===== src/rtl/ahblite_strobe_ctrl_if.sv =====
// AHB-Lite slave port plus backend strobe port for ahblite_strobe_ctrl.
// slave modport faces the controller, master modport faces the bus/backend driver.
interface ahblite_strobe_ctrl_if #(
    parameter int DATA_WIDTH = 32,
    parameter int ADDR_WIDTH = 32
);
    localparam int NB = DATA_WIDTH / 8;

    logic                  HSEL;
    logic [1:0]            HTRANS;
    logic                  HWRITE;
    logic [2:0]            HSIZE;
    logic [ADDR_WIDTH-1:0] HADDR;
    logic                  HREADY;
    logic                  HREADYOUT;
    logic                  HRESP;
    logic                  bk_ready_i;
    logic [ADDR_WIDTH-1:0] bk_addr_o;
    logic [NB-1:0]         bk_strb_o;
    logic                  bk_wr_o;
    logic                  bk_rd_o;

    modport slave (
        input  HSEL, HTRANS, HWRITE, HSIZE, HADDR, HREADY, bk_ready_i,
        output HREADYOUT, HRESP, bk_addr_o, bk_strb_o, bk_wr_o, bk_rd_o
    );

    modport master (
        output HSEL, HTRANS, HWRITE, HSIZE, HADDR, HREADY, bk_ready_i,
        input  HREADYOUT, HRESP, bk_addr_o, bk_strb_o, bk_wr_o, bk_rd_o
    );
endinterface


===== src/rtl/ahblite_strobe_ctrl.sv =====
// AHB-Lite slave front-end: registers the address phase and drives per-lane byte strobes.
// Define AHBLITE_STRB_ERRCHK_EN to enable illegal-transfer detection with a two-cycle ERROR.

module ahblite_strobe_lane #(
    parameter int LANE = 0,
    parameter int LBW  = 1
) (
    input  logic [LBW-1:0] i_off,
    input  logic [2:0]     i_size,
    output logic           o_en
);
    localparam logic [LBW-1:0] IDX = LBW'(LANE);

    // Lane is inside the size-aligned window when it matches the offset above the size bits.
    assign o_en = ((IDX ^ i_off) >> i_size) == '0;
endmodule

module ahblite_strobe_ctrl #(
    parameter int DATA_WIDTH = 32,
    parameter int ADDR_WIDTH = 32
) (
    input  logic                  HCLK,
    input  logic                  HRESETn,
    ahblite_strobe_ctrl_if.slave  bus
);
    localparam int NB  = DATA_WIDTH / 8;
    localparam int LB  = $clog2(NB);
    localparam int LBW = (LB > 0) ? LB : 1;

`ifdef AHBLITE_STRB_ERRCHK_EN
    typedef enum logic [1:0] {
        ST_IDLE = 2'd0,
        ST_DATA = 2'd1,
        ST_ERR1 = 2'd2,
        ST_ERR2 = 2'd3
    } state_t;
`else
    typedef enum logic [1:0] {
        ST_IDLE = 2'd0,
        ST_DATA = 2'd1
    } state_t;
`endif

    state_t                r_state;
    state_t                w_next;
    logic                  w_sample;
    logic                  w_open;
    logic                  w_illegal;
    logic                  w_hreadyout;
    logic                  w_hresp;
    logic [LBW-1:0]        w_off;
    logic [NB-1:0]         w_strb;
    logic [ADDR_WIDTH-1:0] r_addr;
    logic [NB-1:0]         r_strb;
    logic                  r_wr;
    logic                  r_rd;

    assign w_sample = bus.HSEL & bus.HTRANS[1] & bus.HREADY;

    generate
        if (LB > 0) begin : g_off
            assign w_off = bus.HADDR[LBW-1:0];
        end else begin : g_off0
            assign w_off = '0;
        end
    endgenerate

    generate
        for (genvar g = 0; g < NB; g++) begin : g_lane
            ahblite_strobe_lane #(
                .LANE (g),
                .LBW  (LBW)
            ) u_lane (
                .i_off  (w_off),
                .i_size (bus.HSIZE),
                .o_en   (w_strb[g])
            );
        end
    endgenerate

`ifdef AHBLITE_STRB_ERRCHK_EN
    localparam logic [2:0] LB3 = 3'(LB);
    logic w_oversize;
    logic w_misalign;

    assign w_oversize = bus.HSIZE > LB3;
    // Only meaningful when not oversize, so the size mask fits in the lane-offset bits.
    assign w_misalign = |(w_off & ~({LBW{1'b1}} << bus.HSIZE));
    assign w_illegal  = w_oversize | w_misalign;
`else
    assign w_illegal  = 1'b0;
`endif

    always_ff @(posedge HCLK) begin
        if (!HRESETn) begin
            r_state <= ST_IDLE;
        end else begin
            r_state <= w_next;
        end
    end

    // w_open marks cycles where a new address phase may be taken (the IDLE rules).
    always_comb begin
        w_next = r_state;
        w_open = 1'b0;
        case (r_state)
            ST_DATA: w_open = bus.bk_ready_i;
`ifdef AHBLITE_STRB_ERRCHK_EN
            ST_ERR1: w_next = ST_ERR2;
            ST_ERR2: w_open = 1'b1;
`endif
            default: w_open = 1'b1;
        endcase
        if (w_open) begin
`ifdef AHBLITE_STRB_ERRCHK_EN
            w_next = !w_sample ? ST_IDLE : (w_illegal ? ST_ERR1 : ST_DATA);
`else
            w_next = w_sample ? ST_DATA : ST_IDLE;
`endif
        end
    end

    always_comb begin
        w_hreadyout = 1'b1;
        w_hresp     = 1'b0;
        case (r_state)
            ST_DATA: w_hreadyout = bus.bk_ready_i;
`ifdef AHBLITE_STRB_ERRCHK_EN
            ST_ERR1: begin
                w_hreadyout = 1'b0;
                w_hresp     = 1'b1;
            end
            ST_ERR2: w_hresp = 1'b1;
`endif
            default: ;
        endcase
    end

    always_ff @(posedge HCLK) begin
        if (!HRESETn) begin
            r_addr <= '0;
            r_strb <= '0;
            r_wr   <= 1'b0;
            r_rd   <= 1'b0;
        end else if (w_open) begin
            if (w_sample && !w_illegal) begin
                r_addr <= bus.HADDR;
                r_strb <= w_strb;
                r_wr   <= bus.HWRITE;
                r_rd   <= !bus.HWRITE;
            end else begin
                r_strb <= '0;
                r_wr   <= 1'b0;
                r_rd   <= 1'b0;
            end
        end
    end

    assign bus.HREADYOUT = w_hreadyout;
    assign bus.HRESP     = w_hresp;
    assign bus.bk_addr_o = r_addr;
    assign bus.bk_strb_o = r_strb;
    assign bus.bk_wr_o   = r_wr;
    assign bus.bk_rd_o   = r_rd;
endmodule


===== src/flat_wrapper.sv =====
// flat-port wrapper written by rule: the top's interface ports become plain ports
module ahblite_strobe_ctrl_flat 
#(
    parameter int DATA_WIDTH = 32,
    parameter int ADDR_WIDTH = 32
)
  (HCLK, HRESETn, bus_HSEL, bus_HTRANS, bus_HWRITE, bus_HSIZE, bus_HADDR, bus_HREADY, bus_bk_ready_i, bus_HREADYOUT, bus_HRESP, bus_bk_addr_o, bus_bk_strb_o, bus_bk_wr_o, bus_bk_rd_o);
  ahblite_strobe_ctrl_if #(.DATA_WIDTH(DATA_WIDTH), .ADDR_WIDTH(ADDR_WIDTH)) bus_i ();
  input  logic HCLK;
  input  logic HRESETn;
  input wire logic [$bits(bus_i.HSEL)-1:0] bus_HSEL;
  input wire logic [$bits(bus_i.HTRANS)-1:0] bus_HTRANS;
  input wire logic [$bits(bus_i.HWRITE)-1:0] bus_HWRITE;
  input wire logic [$bits(bus_i.HSIZE)-1:0] bus_HSIZE;
  input wire logic [$bits(bus_i.HADDR)-1:0] bus_HADDR;
  input wire logic [$bits(bus_i.HREADY)-1:0] bus_HREADY;
  input wire logic [$bits(bus_i.bk_ready_i)-1:0] bus_bk_ready_i;
  output wire logic [$bits(bus_i.HREADYOUT)-1:0] bus_HREADYOUT;
  output wire logic [$bits(bus_i.HRESP)-1:0] bus_HRESP;
  output wire logic [$bits(bus_i.bk_addr_o)-1:0] bus_bk_addr_o;
  output wire logic [$bits(bus_i.bk_strb_o)-1:0] bus_bk_strb_o;
  output wire logic [$bits(bus_i.bk_wr_o)-1:0] bus_bk_wr_o;
  output wire logic [$bits(bus_i.bk_rd_o)-1:0] bus_bk_rd_o;
  assign bus_i.HSEL = bus_HSEL;
  assign bus_i.HTRANS = bus_HTRANS;
  assign bus_i.HWRITE = bus_HWRITE;
  assign bus_i.HSIZE = bus_HSIZE;
  assign bus_i.HADDR = bus_HADDR;
  assign bus_i.HREADY = bus_HREADY;
  assign bus_i.bk_ready_i = bus_bk_ready_i;
  assign bus_HREADYOUT = bus_i.HREADYOUT;
  assign bus_HRESP = bus_i.HRESP;
  assign bus_bk_addr_o = bus_i.bk_addr_o;
  assign bus_bk_strb_o = bus_i.bk_strb_o;
  assign bus_bk_wr_o = bus_i.bk_wr_o;
  assign bus_bk_rd_o = bus_i.bk_rd_o;
  ahblite_strobe_ctrl #(.DATA_WIDTH(DATA_WIDTH), .ADDR_WIDTH(ADDR_WIDTH)) u_core (.HCLK(HCLK), .HRESETn(HRESETn), .bus(bus_i));
endmodule

===== config.mk =====
export PLATFORM = sky130hd
export DESIGN_NAME = ahblite_strobe_ctrl_flat
export DESIGN_NICKNAME = d
export VERILOG_FILES = /design/src/rtl/ahblite_strobe_ctrl_if.sv /design/src/rtl/ahblite_strobe_ctrl.sv /design/src/flat_wrapper.sv
export SDC_FILE = /design/constraint.sdc
export NUM_CORES = 1
export LEC_CHECK = 0
export BUFFER_PORTS_ARGS = -buffer_cell sky130_fd_sc_hd__buf_2
export CAP_MARGIN = 20
export CORE_MARGIN = 4
export CORE_UTILIZATION = 44
export CTS_BUF_LIST = sky130_fd_sc_hd__clkbuf_16
export DETAILED_ROUTE_END_ITERATION = 12
export PLACE_DENSITY = 0.8
export SETUP_SLACK_MARGIN = 0.15
export SKIP_CTS_REPAIR_TIMING = 1
export SYNTH_ARGS = -nofsm -noshare
export SYNTH_HDL_FRONTEND = slang
export SYNTH_HIERARCHICAL = 1
export SYNTH_SLANG_ARGS = --single-unit

===== constraint.sdc =====
create_clock -name HCLK -period 1.5 [get_ports HCLK]
set_input_delay 0 -clock HCLK [delete_from_list [all_inputs] [get_ports HCLK]]
set_output_delay 0 -clock HCLK [all_outputs]
set_load 0.005 [all_outputs]

### After elaboration in Yosys (flattened, before gate mapping)

Cells that the tools add are included.

* register bits: 40
* bits in latches: 0
* RAM bits: 0
* ROM bits: 0
* bits of input ports: 43
* output and inout bits: 40
* logic and storage cells: 26
* memories: 0

* add/sub/neg operators: 0
* multiply operators: 0
* divide/modulo/power cells: 0
* magnitude comparators: 0
* eq/ne operators: 1
* shift-type cells: 4
* mux-type cells: 5
* bitwise gates (word level): 5
* reductions and logical operators: 6

Operator list (count)
* right shift 2 x 3 -> 2 bit: 4
* logical NOT 2 bit: 4
* two-way mux 1 bit: 4
* two-way mux 4 bit: 1
* AND 1 bit: 2
* equality test 2 x 1 -> 1 bit (second input constant): 1
* NOT 1 bit: 2
* NOT 2 bit: 1
* AND reduction 2 bit: 1
* logical NOT 1 bit: 1

### Logic depth before layout (Yosys ltp)

* depth in word-level cells: 4
* depth in mapped cells: 6

### Modules after synthesis

Netlist, hierarchy kept.

By module, submodules not included
* ahblite_strobe_ctrl: times used 1, cells each 173, area an instance 1570.3 um2, sequential area each 780.7 um2
* ahblite_strobe_lane (u_core.g_lane[1].u_lane ...): times used 2, cells each 3, area an instance 12.5 um2, sequential area each 0.0 um2
* ahblite_strobe_lane (u_core.g_lane[0].u_lane): times used 1, cells each 3, area an instance 15.0 um2, sequential area each 0.0 um2
* ahblite_strobe_lane (u_core.g_lane[2].u_lane): times used 1, cells each 2, area an instance 15.0 um2, sequential area each 0.0 um2

### Least setup slack after synthesis

OpenSTA, ideal clock, no wires.

* path kind: register -> register
* start: reg u_core.r_state[0]
* end: reg u_core.r_addr[0] (netlist: u_core/bus.bk_addr_o[0])
* arrival time: 0.999 ns
* path slack: 0.382 ns
* stages on the path, launching flop included: 7
* path buffers: 3
* period minus slack after synthesis: 1.118 ns
* cells stage by stage: dfxtp_1 -> nand2b_4 -> buf_6 -> nor2b_4 -> buf_6 -> buf_6 -> mux2i_1

* word-level cells in the longest chain between the ends: 3

RTL lines
* start, declared: RTL line ahblite_strobe_ctrl.sv:44 `state_t r_state;`
* start signal, assigned: RTL line ahblite_strobe_ctrl.sv:98 `r_state <= w_next;`
* equality test 2 x 1 -> 1 bit
* two-way mux 1 bit
* via bus_HREADYOUT: RTL line flat_wrapper.sv:18 `output wire logic [$bits(bus_i.HREADYOUT)-1:0] bus_HREADYOUT;`
* AND reduction 2 bit (no line)
* end signal, assigned: RTL line ahblite_strobe_ctrl.sv:147 `r_addr <= bus.HADDR;`
* end, declared: RTL line ahblite_strobe_ctrl.sv:53 `logic [ADDR_WIDTH-1:0] r_addr;`

The timed path passes the listed nets, and every way through them passes these cells.
A chain may end at the register's enable or synchronous reset.

### Final worst setup path

* start: reg u_core.r_state[0]
* end: reg u_core.r_addr[25] (netlist: u_core/bus.bk_addr_o[25])

* word-level cells in the longest chain between the ends: 3

RTL lines
* equality test 2 x 1 -> 1 bit: RTL line ahblite_strobe_ctrl.sv:106 `case (r_state)`
* two-way mux 1 bit: RTL line ahblite_strobe_ctrl.sv:106
* AND reduction 2 bit (no line)

Every way passes these cells.

==> impl_metrics.yaml <==
worst_setup_path:
  critPathLaunch: "u_core/r_state[0]"
  end_kind: "flip-flop"
  rr_endpoint: "u_core/bus.bk_addr_o[25]"
  path_cells: "nand2b_4, nor2b_4, buf_12, mux2i_1"
  r2r_slack_ns: 0.30
  crit_arrival_ns: 1.39
  worst_path_largest_cell_delay_ns: 0.32
  crit_end: "u_core/bus.bk_addr_o[25]"
  startpoint_type: "flip-flop"
  r2r_start: "u_core/r_state[0]"
  cp_max_fo: 32
  path_class: "flip-flop to flip-flop"
  critPathRequiredTime_ns: 1.69
  slowest_stage: "dfxtp_1"
  reg2regPathDepth: 4
sta:
  hold_viol_final: 3
  fin_crit_sh: 0.8005
  final.setup.worst_slack_ns: 0.2992
  fin_hold_ws_ns: -0.02948
  max_clock_freq_ghz: 0.8328
  setup_tns_ns: 0
  finalSetupViolCount: 0
  period_minus_slack_ns: 1.201
  finalClockSkew_ns: 0.002108
  drv_slew: 0
  rsz0062_at_grt: "false"
placement:
  place.gp.congestion: 0.7021
  dpl_worst_slack_ns: 0.3333
  placed_area_um2: 2029
  portBuffers: 80
  placed_cells: 300
  hpwlAfterDp_um: 2523
floorplan:
  rows: 21
  io_pins: 83
  die_w_um: 68.78
  initial_core_util: 0.4722
  dieHeight_um: 68.78
  dieArea_um2: 4730
  core_um2: 3442
final_layout:
  area_delta_synth_final_pct: 51.89
  seq_area_um2: 780.7
  diodes: 0
  postLayoutCellArea_um2: 2469
  final_util: 0.7172
  final_cells: 335
  drive_above_1_share: 0.3253
  fillers: 256
  nNetsFinal: 331
  multi_input_area_um2: 744.5
routing:
  firstDrtPassIters: 4
  via_per_inst: 4.570
  drt_wl_total_um: 3977
  routed-via-count: 1531
  detail_route.wl_per_cell_um: 11.87
  drc: 0
  dr.first_iter.drc_count: 80
  ant_nets: 0
flow_run:
  cap_violations: 0
power:
  power_mw: 2.551
  p_int_mw: 2.015
  sw_frac_of_total: 0.2101
  seq_power_share: 0.426
  power_density_nw_per_um2: 1034
  leakagePower_nw: 1.167
  p_switching_mw: 0.5360
  combinationalPowerShare: 0.114
  clock_power_share: 0.460
  vdd_drop_max_uv: 872.0
clock_network:
  clock_latency_ns: 0.27
  ctsLongestPathBuffers: 2
  cts_sinks: 39
  cts_inserted_buffers: 5
  cts_max_level: 2
  clkTransAtPathRegs_ns: 0.06
  cts_tree: "done"
  root_buffer: "clkbuf_16"
global_route:
  grt_pass1_vias: 1240
  grt_util_all_layers: 0.1508
  grt_max_degree: 33
  grt_overflow: 0
  antenna_found_initial: 0
  grt_pass1_wl_um: 5361
run_status:
  status: "complete, but fails checks"
  violations: "negative hold slack"
synthesis:
  yosys-top-cells-area: "dfxtp_1 (48%), mux2i_1 (20%), nand2_1 (18%), buf_6 (3.5%), o22ai_1 (1.9%)"
  synth_area_leader_cell: "dfxtp_1"
  synth_edf_count: 0
  synth_area_um2: 1625
  ys_async_sr_fraction: 0
  avgSynthCellArea_um2: 8.833
  yosysMostFrequentCell: "nand2_1"
  synthCells: 184
  yosys-top-cells-count: "nand2_1 (76), dfxtp_1 (39), mux2i_1 (32), clkbuf_1 (6)"
  synth_fp_nets: 227
  synth-seq-cells: 39
  ys_types: 20
  ys_seq_area_frac: 0.4804
  yosysTopAreaCellShare: 0.4804
  ys_dominant_reg_cell: "dfxtp_1"
  ys_warn_count: 6
hold_path:
  hp-class: "primary input to flip-flop"
power by group through the flow:
stage	Clock, mW	Sequential, mW	Combinational, mW
2_1_floorplan	0	1.11	0.125
3_3_place_gp	0	1.11	0.228
3_5_place_dp	0	1.11	0.233
4_1_cts	1.20	1.09	0.234
5_1_grt	1.25	1.09	0.320
6_report	1.17	1.09	0.290
layout by cell type (no fill, tap or decap), drive strengths merged:
| cell type | instances |
|---|---|
| a211o | 1 |
| a21oi | 1 |
| buf | 84 |
| bufinv | 1 |
| clkbuf | 5 |
| clkinv | 2 |
| conb | 1 |
| dfxtp | 39 |
| dlygate4sd3 | 27 |
| inv | 1 |
| mux2i | 32 |
| nand2 | 76 |
| nand2b | 3 |
| nand3 | 1 |
| nor2 | 4 |
| nor2b | 2 |
| o21ai | 3 |
| o22ai | 5 |
| o32ai | 1 |
flip-flops by register name (all words and copies together) (netlist names):
signal	count
u_core/bus.bk_addr_o	32
u_core/bus.bk_wr_o	1
u_core/bus.bk_rd_o	1
u_core/bus.bk_strb_o	4
u_core/r_state	1
cells by family after synthesis:
group	synth area share
AOI/OAI and AO/OA	0.04234
muxes	0.1971
and+or+nand+nor	0.2163
buffers and inverters	0.06158
DFF	0.4804
other	0.002307
how the worst min path moves through the flow:
stage / start / depth (start not counted) / endpoint
after CTS: bus_HWRITE / 2 / u_core/bus.bk_rd_o
final: bus_HADDR[27] / 3 / u_core/bus.bk_addr_o[27]
after global placement: bus_HWRITE / 2 / u_core/bus.bk_rd_o
after floorplan: bus_HWRITE / 1 / u_core/bus.bk_rd_o
after global routing: bus_HADDR[24] / 3 / u_core/bus.bk_addr_o[24]
after detailed placement: bus_HWRITE / 2 / u_core/bus.bk_rd_o
final cells by class:
class	instances	share of cell area
clock buffer	5	0.05068
clock inverter	3	0.01774
inverter	1	0.001521
multi-input combinational	130	0.3016
sequential	39	0.3163
tap	46	0.02331
timing repair buffer	111	0.2889
routing by layer:
| layer | GRT usage | vias up | wire length, µm |
|---|---|---|---|
| li1 | - | 802 | - |
| met1 | 0.1793 | 675 | 1644 |
| met2 | 0.2396 | 50 | 1933 |
| met3 | 0.06969 | 4 | 370 |
| met4 | 0.05109 | 0 | 29 |
| met5 | 0 | - | 0 |
critical path: cells and delay by family, from the launching register on:
kind	cells	cell delay [ns]
buf+inv	1	0.24
simple gates	2	0.30
flops	1	0.32
mux	1	0.25
No activity file was read; power rests on OpenSTA's default activity.
